## src/rtl/multiples_fifo_ctrl.sv

```systemverilog
// Sequencing controller for the 10-entry multiples FIFO: pointers, occupancy,
// valid/ready handshakes and a run/drain state machine around an external storage array.
module multiples_fifo_ctrl #(
    parameter int DEPTH                        = 10,
    parameter int multiples_memory_value_width = 3
) (
    input  logic                                    clk,
    input  logic                                    reset,
    input  logic                                    start,
    input  logic                                    drain_req,
    input  logic                                    in_valid,
    input  logic [multiples_memory_value_width-1:0] in_data,
    output logic                                    in_ready,
    output logic                                    out_valid,
    output logic [multiples_memory_value_width-1:0] out_data,
    input  logic                                    out_ready,
    output logic                                    fifo_write_enable,
    output logic [3:0]                              fifo_write_address,
    output logic [3:0]                              fifo_read_address,
    output logic [multiples_memory_value_width-1:0] fifo_input_data,
    input  logic [multiples_memory_value_width-1:0] fifo_output_data,
    output logic [3:0]                              count,
    output logic                                    full,
    output logic                                    empty,
    output logic                                    busy,
    output logic                                    drain_done,
    output logic                                    overflow_err,
    output logic                                    underflow_err
);

    typedef enum logic [1:0] {
        IDLE  = 2'd0,
        RUN   = 2'd1,
        DRAIN = 2'd2
    } state_t;

    state_t     state;
    state_t     state_next;
    logic [3:0] wr_ptr;
    logic [3:0] rd_ptr;
    logic [3:0] count_next;
    logic       push;
    logic       pop;

    assign full      = (count == 4'(DEPTH));
    assign empty     = (count == 4'd0);
    assign busy      = (state != IDLE);
    assign in_ready  = (state == RUN) && !full;
    assign out_valid = (state != IDLE) && !empty;
    assign push      = in_valid && in_ready;
    assign pop       = out_valid && out_ready;

    // The array writes slot (address - 1), so the address leads wr_ptr by one.
    assign fifo_write_enable  = push;
    assign fifo_write_address = wr_ptr + 4'd1;
    assign fifo_read_address  = rd_ptr;
    assign fifo_input_data    = in_data;
    assign out_data           = fifo_output_data;

    // NOTE: every always_comb output gets a default first so no path can infer a latch.
    always_comb begin
        count_next = count;
        case ({push, pop})
            2'b10:   count_next = count + 4'd1;
            2'b01:   count_next = count - 4'd1;
            default: count_next = count;
        endcase
    end

    always_comb begin
        state_next = state;
        case (state)
            IDLE:    if (start) state_next = RUN;
            RUN:     if (drain_req) state_next = DRAIN;
            // Looks at the post-edge count so the edge of the last pop also ends the drain.
            DRAIN:   if (count_next == 4'd0) state_next = IDLE;
            default: state_next = IDLE;
        endcase
    end

    // NOTE: sequential state uses non-blocking assignments; reset is synchronous and wins over everything.
    always_ff @(posedge clk) begin
        if (reset) begin
            state         <= IDLE;
            wr_ptr        <= 4'd0;
            rd_ptr        <= 4'd0;
            count         <= 4'd0;
            drain_done    <= 1'b0;
            overflow_err  <= 1'b0;
            underflow_err <= 1'b0;
        end else begin
            state      <= state_next;
            count      <= count_next;
            drain_done <= (state == DRAIN) && (state_next == IDLE);
            if (push)
                wr_ptr <= (wr_ptr == 4'(DEPTH - 1)) ? 4'd0 : wr_ptr + 4'd1;
            if (pop)
                rd_ptr <= (rd_ptr == 4'(DEPTH - 1)) ? 4'd0 : rd_ptr + 4'd1;
            if (in_valid && !in_ready && (state == RUN))
                overflow_err <= 1'b1;
            if (out_ready && !out_valid && (state != IDLE))
                underflow_err <= 1'b1;
        end
    end

endmodule

```

## config.mk

```make
export PLATFORM = sky130hd
export DESIGN_NAME = multiples_fifo_ctrl
export DESIGN_NICKNAME = d
export VERILOG_FILES = /design/src/rtl/multiples_fifo_ctrl.sv
export SDC_FILE = /design/constraint.sdc
export NUM_CORES = 1
export LEC_CHECK = 0
export CORE_MARGIN = 10
export CORE_UTILIZATION = 61
export DETAILED_ROUTE_END_ITERATION = 8
export DONT_BUFFER_PORTS = 1
export GPL_ROUTABILITY_DRIVEN = 0
export GPL_TIMING_DRIVEN = 1
export PLACE_DENSITY = 0.77
export RECOVER_POWER = 25
export SLEW_MARGIN = 5
export SYNTH_ARGS = -nofsm -noshare
export SYNTH_HDL_FRONTEND = slang
export SYNTH_SLANG_ARGS = --single-unit
```

## constraint.sdc

```tcl
create_clock -name clk -period 2.8 [get_ports clk]
set_input_delay 0.28 -clock clk [delete_from_list [all_inputs] [get_ports clk]]
set_output_delay 0.28 -clock clk [all_outputs]
set_load 0.03 [all_outputs]
```

# ---- Yosys cells after proc, flatten, opt, wreduce, memory -nomap -nowiden
# Index checks and enable logic that the tools add are counted.
dict set report totals {
  ff_bits 17
  in_bits 12
  output_inout_bits 27
  elab_cells 43
}
dict set report op_classes {
  addsub 4
  n_eq_ne 7
  mux 7
  n_reduce_logical 18
}
# op n
set ops {}
lappend ops {{$add A4 B1 Y4 const B} 3}
lappend ops {{$eq A4 B4 Y1 const B} 3}
lappend ops {{$logic_and A1 B1 Y1} 9}
lappend ops {{$logic_not A4 Y1} 2}
lappend ops {{$mux W4} 2}
lappend ops {{$pmux W4 S2} 1}
lappend ops {{$mux W2} 3}
lappend ops {{$pmux W2 S3} 1}
lappend ops {{$eq A2 B1 Y1 const B} 2}
lappend ops {{$eq A2 B2 Y1 const B} 2}
lappend ops {{$logic_not A1 Y1} 4}
lappend ops {{$logic_not A2 Y1} 2}
lappend ops {{$sub A4 B1 Y4 const B} 1}
lappend ops {{$reduce_bool A2 Y1} 1}

# ---- Longest topological paths before layout
# Gate-level depths: netlist (run 1).
dict set report depth {
  word_depth 11
  ltp_mapped 8
  mapped_depth_nobuf 8
}

# ---- Least setup slack after synthesis (run 1)
# Ideal clock, no wire load.
dict set report synth_path {
  kind {reg2reg}
  from {register count[1]}
  to {register state[1]}
  setup_time_ns 0.132
  arrival_time_ns 2.868
  t_required_ns 2.668
  path_slack_ns -0.199
  stages_incl_launch_ff 9
  n_path_buf 0
  synth_period_minus_slack_ns 2.999
  path_cell_list {dfxtp_1 -> nor4bb_4 -> nand3b_4 -> ha_1 -> fa_1 -> nor3b_1 -> o221ai_1 -> a22oi_1 -> o22ai_1}
}
dict set report synth_via {
  elab_chain_cells 9
  elab_cells_between_ends 16
  classes_between {2 x add/sub; 3 x eq/ne; 3 x mux; 8 x reduce/logical}
}
# item line
set synth_lines {}
lappend synth_lines {{from (decl)} 22} ;# output logic [3:0] count,
lappend synth_lines {{from (signal assigned)} 93} ;# count <= count_next;
lappend synth_lines {{$eq A4 B4 Y1 *} 45} ;# assign full = (count == 4'(DEPTH));
lappend synth_lines {{via full} 23} ;# output logic full,
lappend synth_lines {{$logic_not A1 Y1 *} 48} ;# assign in_ready = (state == RUN) && !full;
lappend synth_lines {{$logic_and A1 B1 Y1 *} 48}
lappend synth_lines {{$logic_and A1 B1 Y1 *} 50} ;# assign push = in_valid && in_ready;
lappend synth_lines {{$eq A2 B1 Y1 / $eq A2 B2 Y1 (equally long branches)} 63} ;# case ({push, pop})
lappend synth_lines {{$pmux W4 S2 *} 63}
lappend synth_lines {{$logic_not A4 Y1 *} 76} ;# DRAIN: if (count_next == 4'd0) state_next = IDLE;
lappend synth_lines {{$mux W2 *} 76}
lappend synth_lines {{$pmux W2 S3 *} 72} ;# case (state)
lappend synth_lines {{to (signal assigned)} 92} ;# state <= state_next;
lappend synth_lines {{to (decl)} 37} ;# state_t state;
# The timed path passes the listed nets; every way through them passes the cells marked *.
# A chain may end at the register's enable or synchronous reset.

# ---- Worst setup path in the final report (run 1)
dict set report layout_path {
  from {register count[3]}
  to {register state[1]}
}
dict set report layout_via {
  elab_chain_cells 9
  elab_cells_between_ends 16
  classes_between {2 x add/sub; 3 x eq/ne; 3 x mux; 8 x reduce/logical}
}
# item line
set layout_lines {}
lappend layout_lines {{$logic_not A4 Y1 *} 46} ;# assign empty = (count == 4'd0);
lappend layout_lines {{$logic_not A1 Y1 *} 49} ;# assign out_valid = (state != IDLE) && !empty;
lappend layout_lines {{$logic_and A1 B1 Y1 *} 49}
lappend layout_lines {{$logic_and A1 B1 Y1 *} 51} ;# assign pop = out_valid && out_ready;
lappend layout_lines {{via pop} 43} ;# logic pop;
lappend layout_lines {{$eq A2 B1 Y1 / $eq A2 B2 Y1 (equally long branches)} 63}
lappend layout_lines {{$pmux W4 S2 *} 63}
lappend layout_lines {{$logic_not A4 Y1 *} 76}
lappend layout_lines {{$mux W2 *} 76}
lappend layout_lines {{$pmux W2 S3 *} 72}
# Marks and branches as above.

==> flow_metrics.tcl, run 1 <==
set metrics [dict create \
    r2r-end "state[1]" \
    rr_startpoint "count[3]" \
    p_leak_nw 0.452 \
    hold_viol 0 \
    synth_area_um2 1080 \
    port-buffer-count 0 \
    worstSkewPairLatency_ps 300 \
    wl_mm 2.28 \
    synth_top_area_share 0.315 \
    place_ws_ps 179 \
    drc 0 \
    outcome "finished clean" \
    synth_seq_cells 17 \
    seq_area_frac_synth 0.315 \
    grt_max_degree 19 \
    ant_nets 0 \
    synth.distinct_cells 47 \
    final_layout_size_suffix_gt1_frac 0.231 \
    crit_family "simple AND/OR/NAND/NOR gates" \
    synth_nets 135 \
    synthCells 117 \
    overflow 0 \
    hold_path.class "in -> reg" \
    fin_cells 142 \
    rrSetupSlack_ps 170 \
    die_w_um 62.1 \
    die_h_um 62.1 \
    peakVddDrop_uv 466 \
    yosys_warnings 0 \
    cap_violations 0 \
    required_ps 2990 \
    use_met1 0.125 \
    diodes 0 \
    cp-end-kind "flip-flop" \
    hold_end "count[3]" \
    antenna_found_initial 0 \
    worst-path-max-fanout 9 \
    synth-edff-count 0 \
    cts-root-buf "clkbuf_4" \
    setup_viol 0 \
    path_clk_slew_ps 100 \
    cts_max_level 1 \
    grt_pass1_wl_mm 3.44 \
    start_util 0.632 \
    crit_type "reg -> reg" \
    fin_ws_ps 175 \
    rsz0062_at_grt "false" \
    final_nets 136 \
    grt_pass1_vias 717 \
    holdCritStartpoint "reset" \
    cts_resized 0 \
    cpMaxStageDelayCell "or4_4" \
    synth_most_common_cell "dfxtp_1" \
    holdBufCountCts 0 \
    reg2regPathDepth 8 \
    synth_common_cells "17 x dfxtp_1, 14 x nor2_1, 7 x a21oi_1, 7 x inv_1, 6 x buf_4" \
    cts_buffers 3 \
    worstPathArrival_ps 2820 \
    max_stage_delay_ps 570 \
    slew_viol_final 0 \
    core-area_um2 1710 \
    async_flop_share 0 \
    dieArea_um2 3850 \
    synth_top_area_cell "dfxtp_1" \
    dp_hpwl_mm 1.76 \
    regArea_um2 344 \
    fmax_mhz 381 \
    fin_setup_tns_ps 0 \
    syn_avg_cell_area_um2 9.23 \
    clockBufferDepth 2 \
    use_met3 0.0793 \
    vias 814 \
    num_io_pins 39 \
    slew_headroom 0.483 \
    critPathBufInv 0 \
    area_growth_pct 4.75 \
    placement_rows 15 \
    postLayoutCoreUtil 0.662 \
    fillers 141 \
    grt_util_met2 0.192 \
    wire_per_inst_um 16.1 \
    post_cts_buffers 0 \
    first_iter_violations 25 \
    synth_area_leaders "dfxtp_1 32%, ha_1 5.8%, nor2_1 4.9%" \
    worstMarginPinSlew_ps 769 \
    whs_path_depth 1 \
    p_per_area_nw_per_um2 421 \
    grt_busiest_layer "met2" \
    synth_ff_type "dfxtp_1" \
    cts_tree "built" \
    skew_ps 13.4 \
    period_needed_ps 2630 \
    grtUsageTotal 0.120 \
    multiInputGateArea_um2 658 \
    clock-sinks 17 \
    setup.worst_path.start_class "flip-flop" \
    placed_cells 138 \
    firstDrtPassIters 4 \
    path_cells "or4_4 > and2_4 > ha_2 > ha_1 > nor4b_2 > a211oi_1 > a211oi_2 > o22ai_1" \
    post-route-period-util 0.938 \
    vias_per_cell 5.73 \
]
[worst register-to-register path, cell delays in order (launching register included)]
cell and delay (ps):
dfxtp_2 340, or4_4 570, and2_4 190, ha_2 230
ha_1 380, nor4b_2 280, a211oi_1 100, a211oi_2 300
o22ai_1 120
[state kept, by name, summed over array words and instances, names as in the netlist]
signal and flops:
fifo_read_address 4, state 2, count 4, overflow_err 1, underflow_err 1, drain_done 1, wr_ptr 4
[worst max-delay path by stage]
stage | from | to | slack [ps] | cells past startpoint
after CTS | count[1] | state[1] | 160 | 8
after global placement | count[1] | state[1] | 190 | 8
after floorplan | count[3] | state[1] | 60 | 8
after detailed placement | count[1] | state[1] | 180 | 8
after global routing | count[3] | state[1] | 6 | 9
final | count[3] | state[1] | 170 | 8
[per-layer routing]
metal | part of all wire | routed length (µm)
met1 | 0.39 | 901
met2 | 0.47 | 1080
met3 | 0.12 | 280
met4 | 0.0083 | 19
met5 | 0 | 0
[cells by family (layout without fill, tap and decap cells)]
logic type	Yosys count	in the layout	synth area share
XOR/XNOR	5	5	0.0406
AO/OA/AOI/OAI	21	21	0.158
buffers and inverters	17	17	0.0834
adder cells (fa/ha/maj)	6	6	0.0765
flip-flops	17	17	0.315
AND/OR/NAND/NOR	46	46	0.280
multiplexers	5	5	0.0464
[final cells by class]
type / instances / area share
Timing Repair Buffer: 5 / 0.0332
Clock buffer: 3 / 0.0199
Sequential cell: 17 / 0.304
Inverter: 8 / 0.0288
Multi-Input combinational cell: 83 / 0.582
Tap cell: 25 / 0.0277
Clock inverter: 1 / 0.00442
[where the power goes]
group / internal, mW / switching (mW) / total (mW)
clock: 0.0532 / 0.0760 / 0.129
combinational: 0.0290 / 0.0522 / 0.0812
sequential: 0.249 / 0.0161 / 0.265
total: 0.331 / 0.144 / 0.476
[cells in the final DEF, fill, tap and decap left out, drive strengths merged, types with 2 or more instances in the layout]
cell,synthesis,routed
a211oi,2,2
a21oi,7,7
a31oi,3,3
and2,3,3
and2b,2,2
buf,8,5
clkbuf,1,3
dfxtp,17,17
ha,5,5
inv,8,8
mux2i,5,5
nand2,3,3
nand2b,2,2
nand3,4,4
nand3b,2,2
nor2,14,14
nor2b,3,3
nor3b,4,4
o21a,2,2
or3,2,2
xnor2,3,3
xor2,2,2
[stage by stage]
stage,power [mW],hold slack [ps],area [µm²]
CTS,0.482,23.5,1120
detailed placement,0.352,352,1100
floorplan,0.356,437,1090
global placement,0.349,350,1100
finish,0.476,27.5,1130
global route,0.506,0.0317,1130
(Power assumes the default switching activity.)
==> inputs of run 2 (changes only) <==
==> constraint.sdc (replaced) <==
create_clock -name clk -period 2.9 [get_ports clk]
set_input_delay 0.29 -clock clk [delete_from_list [all_inputs] [get_ports clk]]
set_output_delay 0.29 -clock clk [all_outputs]
set_load 0.03 [all_outputs]
==> run 2 against run 1 <==
Against the previous run: global-route usage increased by 0.61 points; design area grew 0.44%; count of clock-buffer cells in the layout did not move; cell count grew 1.4%; critical path depth grew 1; via count increased by 0.37%; combinational power rose by 1%; clock power hardly changed; sequential share of layout area shrank 0.24 points; register-to-register slack improved by 110 ps; critical endpoint is now drain_done; largest power group unchanged; highest routed layer unchanged.
==> flow_metrics.tcl, run 2 (synthesis results as in run 1) <==
set metrics [dict create \
    die_w_um 62.1 \
    postLayoutCoreUtil 0.665 \
    cap_violations 0 \
    p_leak_nw 0.462 \
    die_h_um 62.1 \
    seq_power_share 0.549 \
    worstSkewPairLatency_ps 290 \
    cp-end-kind "flip-flop" \
    clockPowerShare 0.273 \
    top_layer "met4" \
    p_sw_mw 0.141 \
    path_clk_slew_ps 100 \
    cts_max_level 1 \
    reg2regPathDepth 9 \
    post_cts_buffers 0 \
    fmax_mhz 382 \
    ant_nets 0 \
    cpMaxStageDelayCell "or4_4" \
    vias_per_cell 5.67 \
    whs_path_depth 1 \
    grtUsageTotal 0.126 \
    num_io_pins 39 \
    first_iter_violations 23 \
    dieArea_um2 3850 \
    met3_length_um 183 \
    area_growth_pct 5.21 \
    clockBufferDepth 2 \
    post-route-period-util 0.902 \
    setup_viol 0 \
    clock-sinks 17 \
    wire_per_inst_um 15.9 \
    grt_max_degree 19 \
    max_stage_delay_ps 520 \
    p_per_area_nw_per_um2 406 \
    grt_pass1_wl_mm 3.63 \
    crit_path_start "count[1]" \
    start_util 0.632 \
    setup.worst_path.start_class "flip-flop" \
    path_cells "or4_4 > and2_4 > ha_1 > buf_4 > ha_1 > nand3_1 > a2111oi_2 > a211oi_2 > and2_1" \
    cts_buffers 3 \
    final_cell_mix "15 x dfxtp_1, 14 x nor2_1, 7 x inv_1, 7 x a21oi_1, 7 x buf_4" \
    path_common_cell "ha_1" \
    slew_viol_final 0 \
    holdBufCountCts 0 \
    firstDrtPassIters 4 \
    diodes 0 \
    antenna_found_initial 0 \
    cts_resized 0 \
    cts-root-buf "clkbuf_4" \
    fin_setup_tns_ps 0 \
    wl_mm 2.30 \
    placed_cells 140 \
    wirelength_met1_um 823 \
    hold_path.class "in -> reg" \
    p_int_mw 0.321 \
    placed_area_um2 1110 \
    worst-path-max-fanout 7 \
    drc 0 \
    outcome "finished clean" \
    grt_pass1_vias 789 \
    pwr-share-comb 0.178 \
    final_layout_size_suffix_gt1_frac 0.218 \
    crit_type "reg -> reg" \
    hold_viol 0 \
    r2r-end "drain_done" \
    swShare 0.306 \
    worstMarginPinSlew_ps 759 \
    peakVddDrop_uv 217 \
    final_nets 138 \
    crit_end "drain_done" \
    final_area_um2 1140 \
    fin_cells 144 \
    mostFrequentLayoutCell "dfxtp_1" \
    wl_met2_mm 1.26 \
    required_ps 3100 \
    dp_hpwl_mm 1.89 \
    worstPathArrival_ps 2810 \
    period_needed_ps 2620 \
    vias 817 \
    rrSetupSlack_ps 280 \
    slew_headroom 0.490 \
    rr_startpoint "count[1]" \
    skew_ps 6.95 \
    core-area_um2 1710 \
    cts_tree "built" \
    placement_rows 15 \
    port-buffer-count 0 \
    rsz0062_at_grt "false" \
    overflow 0 \
]
[run 2: changes by cell type in the layout (fill, tap and decap cells not counted), sizes merged]
cell and delta:
buf +2
[run 2: worst min-delay path by stage]
stage	from	to	slack (ps)
after floorplan	state[1]	state[0]	450
after global placement	reset	count[3]	360
after detailed placement	reset	count[1]	360
after CTS	reset	count[3]	40
after global routing	reset	count[3]	30
final	reset	wr_ptr[2]	50
[run 2: metrics by stage]
step           worst slack, ps  hold WS (ps)  power, mW
2_1_floorplan             52.4           447      0.343
3_3_place_gp               350           358      0.339
3_5_place_dp               261           362      0.341
4_1_cts                    257          42.3      0.468
5_1_grt                    173          34.0      0.484
6_report                   283          51.7      0.462
[run 2: layout make-up]
type | instances | area, µm²
multi-input cells | 83 | 649
fillers | 137 | 572
flip-flops and latches | 17 | 343
repair buffers | 7 | 52.6
inverters | 8 | 32.5
well taps | 25 | 31.3
clock buffers | 3 | 22.5
clock inverters | 1 | 5.00
[run 2: metal layers]
metal	GRT usage	vias up
met5	0	-
met4	0.0732	0
met2	0.232	16
met1	0.119	387
li1	-	412
met3	0.0407	2
[run 2: worst max-delay path, delay by kind of cell (launching register included)]
family | cells | cell delay, ps
buffers and inverters | 1 | 170
AO/OA/AOI/OAI | 2 | 460
adder cells (fa/ha/maj) | 2 | 520
flip-flops | 1 | 400
AND/OR/NAND/NOR | 4 | 970
[run 2: power by group through the flow]
stage               clock network (mW)  registers, mW  logic [mW]
floorplan                            0          0.262      0.0807
global placement                     0          0.259      0.0803
detailed placement                   0          0.259      0.0826
CTS                              0.132          0.254      0.0828
global route                     0.140          0.255      0.0892
finish                           0.126          0.253      0.0820
==> inputs of run 3 (changes only) <==
--- a/config.mk
+++ b/config.mk
@@ -5,6 +5,7 @@
 export SDC_FILE = /design/constraint.sdc
 export NUM_CORES = 1
 export LEC_CHECK = 0
+export CAP_MARGIN = 10
 export CORE_MARGIN = 10
 export CORE_UTILIZATION = 61
 export DETAILED_ROUTE_END_ITERATION = 8
@@ -13,7 +14,7 @@
 export GPL_TIMING_DRIVEN = 1
 export PLACE_DENSITY = 0.77
 export RECOVER_POWER = 25
-export SLEW_MARGIN = 5
+export SLEW_MARGIN = 20
 export SYNTH_ARGS = -nofsm -noshare
 export SYNTH_HDL_FRONTEND = slang
 export SYNTH_SLANG_ARGS = --single-unit
==> results of run 3 <==
No change in the layout: final DEF, timing and power equal those of run 2.
